### src/rtl/imm_encoder_pkg.sv
// Shared definitions for the RV32I immediate encoder.
// Format codes match the decode-side immediate select encoding; range
// limits are the signed bounds each format can represent.
package imm_encoder_pkg;

  localparam int unsigned DATA_W = 32;
  localparam int unsigned FMT_W  = 3;

  localparam logic [FMT_W-1:0] FMT_NONE = 3'b000;
  localparam logic [FMT_W-1:0] FMT_I    = 3'b001;
  localparam logic [FMT_W-1:0] FMT_S    = 3'b010;
  localparam logic [FMT_W-1:0] FMT_B    = 3'b011;
  localparam logic [FMT_W-1:0] FMT_U    = 3'b100;
  localparam logic [FMT_W-1:0] FMT_J    = 3'b101;

  // Signed range limits (inclusive).
  localparam int IS_MIN = -2048;
  localparam int IS_MAX = 2047;
  localparam int B_MIN  = -4096;
  localparam int B_MAX  = 4094;
  localparam int J_MIN  = -1048576;
  localparam int J_MAX  = 1048574;

  // Immediate bit-position masks within the instruction word.
  localparam logic [DATA_W-1:0] MASK_I  = 32'hFFF0_0000;
  localparam logic [DATA_W-1:0] MASK_SB = 32'hFE00_0F80;
  localparam logic [DATA_W-1:0] MASK_UJ = 32'hFFFF_F000;

endpackage

### src/rtl/imm_range_chk.sv
// Combinational range/alignment check and immediate-field mask lookup.
// Ports:
//   i_fmt  - format code
//   i_imm  - sign-extended immediate
//   o_err  - immediate unrepresentable in this format, or illegal format
//   o_mask - instruction bit positions owned by the immediate
module imm_range_chk
  import imm_encoder_pkg::*;
(
  input  logic [FMT_W-1:0]  i_fmt,
  input  logic [DATA_W-1:0] i_imm,
  output logic              o_err,
  output logic [DATA_W-1:0] o_mask
);

  logic signed [DATA_W-1:0] w_simm;
  assign w_simm = $signed(i_imm);

  always_comb begin
    o_err  = 1'b0;
    o_mask = '0;
    unique case (i_fmt)
      FMT_NONE: begin
        o_err  = 1'b0;
        o_mask = '0;
      end
      FMT_I: begin
        o_err  = (w_simm < IS_MIN) || (w_simm > IS_MAX);
        o_mask = MASK_I;
      end
      FMT_S: begin
        o_err  = (w_simm < IS_MIN) || (w_simm > IS_MAX);
        o_mask = MASK_SB;
      end
      FMT_B: begin
        o_err  = i_imm[0] || (w_simm < B_MIN) || (w_simm > B_MAX);
        o_mask = MASK_SB;
      end
      FMT_U: begin
        o_err  = (i_imm[11:0] != 12'h000);
        o_mask = MASK_UJ;
      end
      FMT_J: begin
        o_err  = i_imm[0] || (w_simm < J_MIN) || (w_simm > J_MAX);
        o_mask = MASK_UJ;
      end
      default: begin
        o_err  = 1'b1;
        o_mask = '0;
      end
    endcase
  end

endmodule

### src/rtl/imm_encoder.sv
// Two-stage valid/ready RV32I immediate encoder.
// S1 registers the request with its range error and field mask; S2 packs
// the immediate into the base word and presents the result.
// Ports:
//   cpu_clk, cpu_rst               - clock, async active-high reset
//   in_valid/in_ready              - request handshake (ready is combinational)
//   in_fmt, in_imm, in_base        - format, sign-extended immediate, base word
//   out_valid/out_ready            - result handshake
//   out_inst, out_err              - encoded word and error flag
//   enc_cnt, err_cnt               - saturating result / error counters
module imm_encoder
  import imm_encoder_pkg::*;
#(
  parameter int unsigned CNT_W = 16
) (
  input  logic              cpu_clk,
  input  logic              cpu_rst,
  input  logic              in_valid,
  output logic              in_ready,
  input  logic [FMT_W-1:0]  in_fmt,
  input  logic [DATA_W-1:0] in_imm,
  input  logic [DATA_W-1:0] in_base,
  output logic              out_valid,
  input  logic              out_ready,
  output logic [DATA_W-1:0] out_inst,
  output logic              out_err,
  output logic [CNT_W-1:0]  enc_cnt,
  output logic [CNT_W-1:0]  err_cnt
);

  localparam logic [CNT_W-1:0] CNT_MAX = {CNT_W{1'b1}};

  // Scatter immediate bits into their format-specific positions.
  function automatic logic [DATA_W-1:0] pack_imm(input logic [FMT_W-1:0] fmt,
                                                 input logic [DATA_W-1:0] imm);
    logic [DATA_W-1:0] p;
    p = '0;
    unique case (fmt)
      FMT_I: p[31:20] = imm[11:0];
      FMT_S: begin
        p[31:25] = imm[11:5];
        p[11:7]  = imm[4:0];
      end
      FMT_B: begin
        p[31]    = imm[12];
        p[30:25] = imm[10:5];
        p[11:8]  = imm[4:1];
        p[7]     = imm[11];
      end
      FMT_U: p[31:12] = imm[31:12];
      FMT_J: begin
        p[31]    = imm[20];
        p[30:21] = imm[10:1];
        p[20]    = imm[11];
        p[19:12] = imm[19:12];
      end
      default: p = '0;
    endcase
    return p;
  endfunction

  logic              r_s1_valid;
  logic [FMT_W-1:0]  r_s1_fmt;
  logic [DATA_W-1:0] r_s1_imm;
  logic [DATA_W-1:0] r_s1_base;
  logic              r_s1_err;
  logic [DATA_W-1:0] r_s1_mask;

  logic              r_out_valid;
  logic [DATA_W-1:0] r_out_inst;
  logic              r_out_err;
  logic [CNT_W-1:0]  r_enc_cnt;
  logic [CNT_W-1:0]  r_err_cnt;

  logic              w_err1;
  logic [DATA_W-1:0] w_mask1;
  logic              w_out_fire;
  logic              w_s2_load;
  logic              w_s1_adv;
  logic [DATA_W-1:0] w_packed;
  logic [DATA_W-1:0] w_s2_inst;

  imm_range_chk u_range_chk (
    .i_fmt  (in_fmt),
    .i_imm  (in_imm),
    .o_err  (w_err1),
    .o_mask (w_mask1)
  );

  // Ready chain: S2 frees when empty or draining; S1 frees when it moves on.
  assign w_out_fire = r_out_valid && out_ready;
  assign w_s2_load  = !r_out_valid || out_ready;
  assign w_s1_adv   = r_s1_valid && w_s2_load;
  assign in_ready   = !r_s1_valid || w_s1_adv;

  // Erroneous requests clear the immediate field but keep other base fields.
  assign w_packed  = r_s1_err ? '0 : pack_imm(r_s1_fmt, r_s1_imm);
  assign w_s2_inst = (r_s1_base & ~r_s1_mask) | w_packed;

  // Stage 1 capture.
  always_ff @(posedge cpu_clk or posedge cpu_rst) begin
    if (cpu_rst) begin
      r_s1_valid <= 1'b0;
      r_s1_fmt   <= '0;
      r_s1_imm   <= '0;
      r_s1_base  <= '0;
      r_s1_err   <= 1'b0;
      r_s1_mask  <= '0;
    end else if (in_ready) begin
      r_s1_valid <= in_valid;
      if (in_valid) begin
        r_s1_fmt  <= in_fmt;
        r_s1_imm  <= in_imm;
        r_s1_base <= in_base;
        r_s1_err  <= w_err1;
        r_s1_mask <= w_mask1;
      end
    end
  end

  // Stage 2 output register; holds while stalled.
  always_ff @(posedge cpu_clk or posedge cpu_rst) begin
    if (cpu_rst) begin
      r_out_valid <= 1'b0;
      r_out_inst  <= '0;
      r_out_err   <= 1'b0;
    end else if (w_s2_load) begin
      r_out_valid <= r_s1_valid;
      if (r_s1_valid) begin
        r_out_inst <= w_s2_inst;
        r_out_err  <= r_s1_err;
      end
    end
  end

  // Saturating statistics on output transfers.
  always_ff @(posedge cpu_clk or posedge cpu_rst) begin
    if (cpu_rst) begin
      r_enc_cnt <= '0;
      r_err_cnt <= '0;
    end else if (w_out_fire) begin
      if (r_enc_cnt != CNT_MAX) r_enc_cnt <= r_enc_cnt + CNT_W'(1);
      if (r_out_err && (r_err_cnt != CNT_MAX)) r_err_cnt <= r_err_cnt + CNT_W'(1);
    end
  end

  assign out_valid = r_out_valid;
  assign out_inst  = r_out_inst;
  assign out_err   = r_out_err;
  assign enc_cnt   = r_enc_cnt;
  assign err_cnt   = r_err_cnt;

endmodule

### config.mk
export PLATFORM = sky130hd
export DESIGN_NAME = imm_encoder
export DESIGN_NICKNAME = d
export VERILOG_FILES = /design/src/rtl/imm_encoder_pkg.sv /design/src/rtl/imm_range_chk.sv /design/src/rtl/imm_encoder.sv
export SDC_FILE = /design/constraint.sdc
export NUM_CORES = 1
export LEC_CHECK = 0
export ABC_CLOCK_PERIOD_IN_PS = 11300
export CORE_MARGIN = 2
export CORE_UTILIZATION = 34
export DETAILED_ROUTE_END_ITERATION = 16
export MAX_ROUTING_LAYER = met4
export PLACE_DENSITY = 0.66
export SYNTH_ARGS = -nofsm -noshare
export SYNTH_HDL_FRONTEND = slang
export SYNTH_SLANG_ARGS = --single-unit
### constraint.sdc
create_clock -name cpu_clk -period 11.3 [get_ports cpu_clk]
set_clock_uncertainty 0.15 [all_clocks]
set_input_delay 3.39 -clock cpu_clk [delete_from_list [all_inputs] [get_ports cpu_clk]]
set_output_delay 3.39 -clock cpu_clk [all_outputs]
set_load 0.03 [all_outputs]
==> impl_metrics.csv, run 1 <==
group,metric,value,unit
synthesis,synth.net_count,593,
detailed_routing,drcViolationCount,0,
cts,clock-sinks,139,
synthesis,async_reset_ff_share,100,%
synthesis,synth_top_area_share,57.7,%
finish,nets,732,
floorplan,die_x,137,um
cts,tritoncts,"yes",
cts,cts_root_buffer,"clkbuf_16",
setup_path,crit_required,7.76,ns
cts,postCtsSetupBuffers,0,
cts,clock_latency,0.41,ns
floorplan,die_area,18800,um^2
power,pwr-share-clk,34.2,%
floorplan,fp.dieH,137,um
floorplan,core,17300,um^2
global_routing,antenna_found_initial,0,
timing,maxSlewHeadroom,25.7,%
power,power.leakage,0.00337,uW
detailed_routing,dr.pass1.iters,4,
setup_path,r2r_cells,5,
synthesis,ys_top_cells_by_area,"dfrtp_1 58%, mux2_2 11%, xnor2_1 3.3%",
floorplan,rows,48,
cts,hold_buffers,0,
placement,dpl.hpwl,10.6,mm
synthesis,syn_inst,520,
global_routing,grt_max_degree,76,
finish,design_area,8200,um^2
timing,hold_viol,0,
worst_hold_path,hold_class,"reg -> reg",
timing,max_freq,120,MHz
global_routing,grt.total_usage,16.8,%
power,internal-power,1090,uW
setup_path,crit_arrival,4.82,ns
finish,drive_above_1_share,15.0,%
placement,place_area,7620,um^2
cts,clk_pin_slew_worst_paths,0.05,ns
power,power_density,193,nW/um^2
setup_path,cp_max_fo,4,
synthesis,synthMostInstantiatedCell,"dfrtp_1",
run_status,outcome,"finished, final reports clean",
cts,cts_buffers,17,
power,p_sw,493,uW
global_routing,grt.overflow.total,0,
cts,cts_htree_levels,4,
timing,setup_violations,0,
detailed_routing,drt-total-wl,14.9,mm
placement,gp_congestion,0.824,
setup_path,r2r-end,"r_s1_base[28]",
detailed_routing,drt-wirelength-per-cell,16.6,um
floorplan,io_pins,138,
detailed_routing,route.antenna.remaining_nets,0,
synthesis,synth_area,6030,um^2
run,drv_cap,0,
timing,period_minus_slack,8.36,ns
detailed_routing,drt_first_iter_violations,248,
setup_path,crit_type,"in -> out",
synthesis,synth_area_leader_cell,"dfrtp_1",
setup_path,cp-startpoint,"out_ready",
finish,syn2layout_area_growth,35.9,%
synthesis,syn_area_per_cell,11.6,um^2
setup_path,cp-endpoint,"in_ready",
timing,worstMarginPinSlew,1.11,ns
detailed_routing,top_layer,"met4",
power,seqPwrFrac,41.3,%
timing,setup_tns,0,ns
detailed_routing,viasPerCell,5.07,
global_routing,grt_pass1_wl,23.3,mm
synthesis,ys_ff_latch,139,
timing,rsz0062_at_grt,"false",
setup_path,cp-start-kind,"primary input",
detailed_routing,wl_met2,7.25,mm
synthesis,synthFlopType,"dfrtp_1",
detailed_routing,m1WireLength,6.71,mm
detailed_routing,vias,4554,
power,power.share.combinational,24.5,%
timing,report.final.slew_viol_count,0,
setup_path,worstReg2RegStart,"out_valid",
global_routing,grt_pass1_vias,4433,
power,peakVddDrop,107,uV
timing,post-route-period-util,73.9,%
detailed_routing,routed-wl-met3,748,um
setup_path,cp-end-kind,"output port",
cts,ctsResizeCount,0,
synthesis,synth-edff-count,0,
synthesis,synth_commonest_cells,"139 x dfrtp_1, 61 x mux2_2, 51 x nand2_1, 38 x nor2_1, 23 x xnor2_1",
synthesis,yosys.cell_types.count,48,
cts,ctsLongestPathBuffers,2,
power,p_sw_share,31.2,%
placement,port_buffers,137,
synthesis,seq_area_frac_synth,57.7,%
floorplan,initial_utilization,34.9,%
synthesis,yosys_warnings,0,
setup_path,rrSetupSlack,8.63,ns
power groups by stage:
stage / clock network [uW] / logic, uW / registers (uW)
finish: 540 / 387 / 654
global route: 578 / 417 / 666
CTS: 553 / 392 / 654
detailed placement: 0 / 391 / 662
global placement: 0 / 383 / 657
floorplan: 0 / 147 / 732
logic make-up after synthesis:
logic type               synth area share, %
adder cells (fa/ha/maj)                0.415
XOR/XNOR                                4.21
flip-flops                              57.7
AND/OR/NAND/NOR                         13.4
AO/OA/AOI/OAI                           10.0
buffers and inverters                   2.61
multiplexers                            11.7
cell type report:
class,instances,area [um^2]
multi-input cells,344,2400
clock inverters,14,148
well taps,225,282
diodes,1,2.50
flip-flops and latches,139,3480
inverters,17,68.8
fillers,1556,9100
clock buffers,18,429
repair buffers,140,1390
worst min path at each step:
stage                             from          end  slack (ns)  depth (start not counted)
after global placement    r_s1_base[3]  out_inst[3]        0.29                          2
after global routing      r_s1_base[2]  out_inst[2]        0.33                          2
after floorplan           r_s1_base[0]  out_inst[0]        0.28                          2
after CTS                 r_s1_base[3]  out_inst[3]        0.31                          2
after detailed placement  r_s1_base[3]  out_inst[3]        0.30                          2
final                     r_s1_base[5]  out_inst[5]        0.31                          2
routing by layer:
metal  track usage [%]  vias to the layer above
met5                 -                        -
met3              3.61                       15
met4              5.33                        0
met2              26.6                      124
met1              21.5                     2258
li1                  -                     2157
worst max-delay path, cell delays in order:
cell             delay [ns]
clkdlybuf4s50_1        0.52
nand3b_1               0.20
clkdlybuf4s50_1        0.70
registers in the layout, indices dropped and copies added (netlist names):
signal	cells
out_inst	32
r_s1_base	32
r_s1_imm	32
enc_cnt	16
err_cnt	16
r_s1_mask	4
r_s1_fmt	3
out_err	1
out_valid	1
r_s1_err	1
r_s1_valid	1
cells in the final DEF, fill, tap and decap left out, types with 14 or more instances in the layout:
master	instances
xnor2_1	23
dfrtp_1	139
clkdlybuf4s50_1	137
o21ai_0	19
nand2_1	51
inv_1	15
clkbuf_16	17
mux2_2	61
nor2_1	38
nand4_1	14
nand3_1	15
stage by stage:
| stage | total power [uW] | hold slack [ns] | std cells | worst slack (ns) | utilization [%] |
|---|---|---|---|---|---|
| 2_1_floorplan | 879 | 0.283 | 520 | 3.99 | - |
| 3_3_place_gp | 1040 | 0.291 | 865 | 2.97 | 44.1 |
| 3_5_place_dp | 1050 | 0.298 | 865 | 2.94 | 44.1 |
| 4_1_cts | 1600 | 0.313 | 897 | 2.94 | 47.4 |
| 5_1_grt | 1660 | 0.333 | 897 | 2.89 | 47.4 |
| 6_report | 1580 | 0.312 | 898 | 2.94 | 47.4 |
(Power assumes the default switching activity.)
==> inputs of run 2 (changes only) <==
Settings changed: ABC_CLOCK_PERIOD_IN_PS 11300 to 8300.
Clock period 11.3 ns to 8.3 ns, I/O delays scaled along.
==> run 2 against run 1 <==
  * Cell area is 0.18% lower
  * Critical endpoint unchanged
  * Combinational power rose by 36%
  * Clock power increased by 33%
  * Hold slack worse by 0.0023 ns
  * Via count grew 0.99%
  * Wire length increased by 1.2%
  * Critical path depth unchanged
  * Setup slack got worse by 1.2 ns
==> impl_metrics.csv, run 2 (synthesis gave the netlist of run 1 again) <==
group,metric,value,unit
run_status,outcome,"finished, final reports clean",
power,power_density,261,nW/um^2
timing,post-route-period-util,78.9,%
power,seqPwrFrac,41.7,%
detailed_routing,m1WireLength,6.74,mm
run,drv_cap,0,
setup_path,r2r-end,"r_s1_base[13]",
cts,tritoncts,"yes",
placement,port_buffers,137,
detailed_routing,routed-wl-met3,764,um
floorplan,initial_utilization,34.9,%
detailed_routing,drcViolationCount,0,
power,peakVddDrop,143,uV
setup_path,cp_common_cell,"clkdlybuf4s50_1",
timing,maxSlewHeadroom,25.9,%
cts,clk_pin_slew_worst_paths,0.06,ns
cts,hold_buffers,0,
setup_path,worstPathCellList,"clkdlybuf4s50_1 > nand3b_1 > clkdlybuf4s50_1",
global_routing,grt.overflow.total,0,
setup_path,crit_arrival,3.91,ns
power,power.leakage,0.00335,uW
global_routing,grt.total_usage,17.6,%
detailed_routing,drt_first_iter_violations,210,
timing,hold_viol,0,
floorplan,core,17300,um^2
worst_hold_path,hold_class,"reg -> reg",
global_routing,antenna_found_initial,1,
finish,drive_above_1_share,15.2,%
placement,gp_congestion,0.816,
timing,report.final.slew_viol_count,0,
power,p_sw,676,uW
detailed_routing,route.antenna.remaining_nets,0,
detailed_routing,viasPerCell,5.12,
timing,setup_tns,0,ns
floorplan,fp.dieH,137,um
power,p_sw_share,31.7,%
cts,postCtsSetupBuffers,0,
detailed_routing,top_layer,"met4",
worst_hold_path,min_to,"out_inst[0]",
global_routing,grt_pass1_wl,24.4,mm
floorplan,die_x,137,um
cts,clock_latency,0.42,ns
floorplan,die_area,18800,um^2
power,power.share.combinational,24.7,%
worst_hold_path,hold_path_startpoint,"r_s1_base[0]",
cts,cts_htree_levels,4,
detailed_routing,wl_met2,7.35,mm
setup_path,rrSetupSlack,5.98,ns
cts,ctsLongestPathBuffers,2,
cts,cts_buffers,17,
detailed_routing,drt-wirelength-per-cell,16.8,um
timing,worstMarginPinSlew,1.11,ns
placement,dpl.hpwl,10.7,mm
setup_path,crit_required,5.66,ns
power,pwr-share-clk,33.6,%
setup_path,r2r_cells,4,
timing,setup_violations,0,
floorplan,rows,48,
setup_path,cpPeakStageDelay,0.70,ns
timing,rsz0062_at_grt,"false",
setup_path,critPathTopFamily,"buffers and inverters",
power,internal-power,1460,uW
setup_path,cp_max_fo,4,
cts,cts_root_buffer,"clkbuf_16",
global_routing,grt_max_degree,84,
setup_path,slowest_stage,"clkdlybuf4s50_1",
timing,max_freq,153,MHz
setup_path,worstReg2RegStart,"out_valid",
setup_path,cp-start-kind,"primary input",
setup_path,crit_type,"in -> out",
cts,ctsResizeCount,0,
setup_path,cp-end-kind,"output port",
global_routing,grt_pass1_vias,4671,
finish,final_cell_mix,"139 x dfrtp_1, 137 x clkdlybuf4s50_1, 61 x mux2_2",
cts,clock-sinks,139,
detailed_routing,dr.pass1.iters,5,
finish,syn2layout_area_growth,35.6,%
finish,layout_commonest_cell,"dfrtp_1",
worst_hold_path,hold_depth,2,
setup_path,worst-path-buf-inv,2,
timing,period_minus_slack,6.55,ns
finish,final_core_util,47.3,%
detailed_routing,vias,4599,
finish,nets,732,
detailed_routing,drt-total-wl,15.1,mm
floorplan,io_pins,138,
## run 2: metrics by stage
stage	worst slack [ns]	instance area (um^2)	hold WS (ns)	total power, uW	instances
2_1_floorplan	1.94	6030	0.283	1200	520
3_3_place_gp	1.76	7620	0.289	1420	865
3_5_place_dp	1.76	7620	0.301	1430	865
4_1_cts	1.75	8180	0.316	2160	897
5_1_grt	1.66	8180	0.337	2250	898
6_report	1.75	8180	0.310	2130	898
## run 2: layout make-up
cell class              count  area (um^2)
well taps                 225          282
clock inverters            14          123
inverters                  17         68.8
diodes                      1         2.50
fillers                  1601         9110
repair buffers            140         1390
multi-input cells         344         2400
clock buffers              18          439
flip-flops and latches    139         3480
## run 2: worst register-to-register path, cell delays in order, from the launching register on
cell	delay, ns
dfrtp_1	0.41
nand3b_1	0.18
nand2_2	0.42
buf_4	0.63
mux2_2	0.43
## run 2: worst max path at each step
stage / start / to / slack, ns / cells after the start
4_1_cts: out_ready / in_ready / 1.75 / 3
5_1_grt: out_ready / in_ready / 1.66 / 3
2_1_floorplan: cpu_rst / enc_cnt[0] / 1.94 / 1
6_report: out_ready / in_ready / 1.75 / 3
3_5_place_dp: out_ready / in_ready / 1.76 / 3
3_3_place_gp: out_ready / in_ready / 1.76 / 3
## run 2: routing by layer
metal	GRT usage [%]	vias up
met5	-	-
met4	5.38	0
met3	4.78	16
met2	28.0	127
met1	22.0	2284
li1	-	2172
## run 2: power by group through the flow
stage	Clock (uW)	Sequential, uW	Combinational, uW
after global routing	768	907	571
after detailed placement	0	902	533
after global placement	0	895	522
final	716	890	527
after CTS	737	890	534
after floorplan	0	997	200
==> inputs of run 3 (changes only) <==
Settings changed: ABC_CLOCK_PERIOD_IN_PS 8300 to 6200.
Clock period 8.3 ns to 6.2 ns, I/O delays scaled along.
==> run 3 against run 2 <==
  * Power rose by 35%
  * Clock power is 38% higher
  * Sequential power up 34%
  * Cell area is 0.26% higher
  * Core utilization rose by 0.12 points
  * Hold slack improved by 0.0042 ns
  * Via count fell by 0.98%
  * Die area stayed put
  * Cell count is 0.11% higher
  * Critical path type unchanged
  * Largest power group unchanged
==> impl_metrics.csv, run 3 (synthesis gave the netlist of run 1 again) <==
group,metric,value,unit
setup_path,crit_type,"in -> out",
cts,ctsLongestPathBuffers,2,
timing,holdWs,0.314,ns
setup_path,cpPeakStageDelay,0.71,ns
timing,setup_tns,0,ns
floorplan,die_x,137,um
cts,tritoncts,"yes",
floorplan,fp.dieH,137,um
power,p_sw_share,31.3,%
floorplan,initial_utilization,34.9,%
cts,postCtsSetupBuffers,0,
power,peakVddDrop,189,uV
timing,hold_viol,0,
power,power_density,352,nW/um^2
timing,setup_violations,0,
cts,clock-sinks,139,
cts,ctsResizeCount,0,
timing,maxSlewHeadroom,25.1,%
cts,clk_pin_slew_worst_paths,0.06,ns
finish,final_core_util,47.4,%
finish,syn2layout_area_growth,36.0,%
global_routing,grt_pass1_vias,4690,
run,drv_cap,0,
finish,final_cells,899,
floorplan,core,17300,um^2
power,seqPwrFrac,41.3,%
detailed_routing,vias,4554,
setup_path,worst-path-buf-inv,2,
placement,dp_cells,866,
placement,gp_congestion,0.793,
placement,dpl.hpwl,10.8,mm
cts,cts_htree_levels,4,
global_routing,grt_max_degree,116,
timing,rsz0062_at_grt,"false",
setup_path,critPathTopFamily,"buffers and inverters",
power,pwr-share-clk,34.2,%
finish,final_cell_mix,"139 x dfrtp_1, 137 x clkdlybuf4s50_1, 61 x mux2_2",
floorplan,rows,48,
finish,drive_above_1_share,15.2,%
setup_path,cp-start-kind,"primary input",
power,p_sw,904,uW
detailed_routing,drt-wirelength-per-cell,16.8,um
floorplan,die_area,18800,um^2
global_routing,antenna_found_initial,0,
setup_path,slowest_stage,"clkdlybuf4s50_1",
cts,hold_buffers,0,
detailed_routing,drt_first_iter_violations,259,
cts,clock_latency,0.41,ns
cts,cts_root_buffer,"clkbuf_16",
timing,period_minus_slack,5.30,ns
cts,cts_buffers,17,
finish,nets,733,
detailed_routing,drt-total-wl,15.1,mm
setup_path,cp_max_fo,4,
finish,layout_commonest_cell,"dfrtp_1",
power,power.leakage,0.00337,uW
worst_hold_path,hold_class,"reg -> reg",
run_status,outcome,"finished, final reports clean",
placement,port_buffers,137,
timing,max_freq,189,MHz
power,power.share.combinational,24.5,%
setup_path,worstPathCellList,"clkdlybuf4s50_1 > nand3b_1 > clkdlybuf4s50_1",
detailed_routing,viasPerCell,5.07,
setup_path,crit_required,4.19,ns
timing,post-route-period-util,85.4,%
timing,worstMarginPinSlew,1.12,ns
setup_path,cp_common_cell,"clkdlybuf4s50_1",
global_routing,grt.overflow.total,0,
global_routing,grt.total_usage,17.2,%
detailed_routing,route.antenna.remaining_nets,0,
setup_path,cp-end-kind,"output port",
detailed_routing,drcViolationCount,0,
timing,report.final.slew_viol_count,0,
power,internal-power,1980,uW
setup_path,crit_arrival,3.29,ns
floorplan,io_pins,138,
detailed_routing,dr.pass1.iters,4,
global_routing,grt_pass1_wl,24.1,mm
## run 3: worst paths after layout
check / from / endpoint / slack (ns) / cells past startpoint
max: out_ready / in_ready / 0.90 / 3
min: r_s1_base[3] / out_inst[3] / 0.31 / 2
max reg2reg: out_valid / r_s1_base[25] / 3.60 / 4
min reg2reg: r_s1_base[3] / out_inst[3] / 0.31 / 2
max in group asynchronous: cpu_rst / r_s1_imm[12] / 3.01 / 3
min in group asynchronous: cpu_rst / enc_cnt[12] / 1.90 / 2
## run 3: power by group through the flow
stage               clock network [uW]  logic (uW)  registers [uW]
finish                             988         706            1190
global route                      1050         763            1220
CTS                               1020         715            1190
detailed placement                   0         713            1210
global placement                     0         699            1200
floorplan                            0         267            1330
## run 3: layout make-up
class                      count  area [um^2]
fill                        1565         9090
timing repair buffer         141         1400
antenna                        1         2.50
clock buffer                  18          429
tap                          225          282
multi-input combinational    344         2400
sequential                   139         3480
clock inverter                14          146
inverter                      17         68.8
## run 3: through the flow
step | setup slack, ns | cell area [um^2] | power [uW]
after floorplan | 0.465 | 6030 | 1600
after global placement | 0.931 | 7630 | 1900
after detailed placement | 0.903 | 7630 | 1920
after CTS | 0.898 | 8200 | 2920
after global routing | 0.825 | 8200 | 3030
final | 0.902 | 8210 | 2890
## run 3: worst min-delay path: cells and delay by family (launching register included)
family | cells | cell delay (ns)
flops | 1 | 0.33
simple gates | 2 | 0.10
## run 3: per-layer routing
| metal | routed length (um) | global-route usage [%] |
|---|---|---|
| met5 | 0 | - |
| met3 | 653 | 3.79 |
| met2 | 7410 | 27.4 |
| met1 | 6820 | 21.8 |
| met4 | 239 | 5.96 |
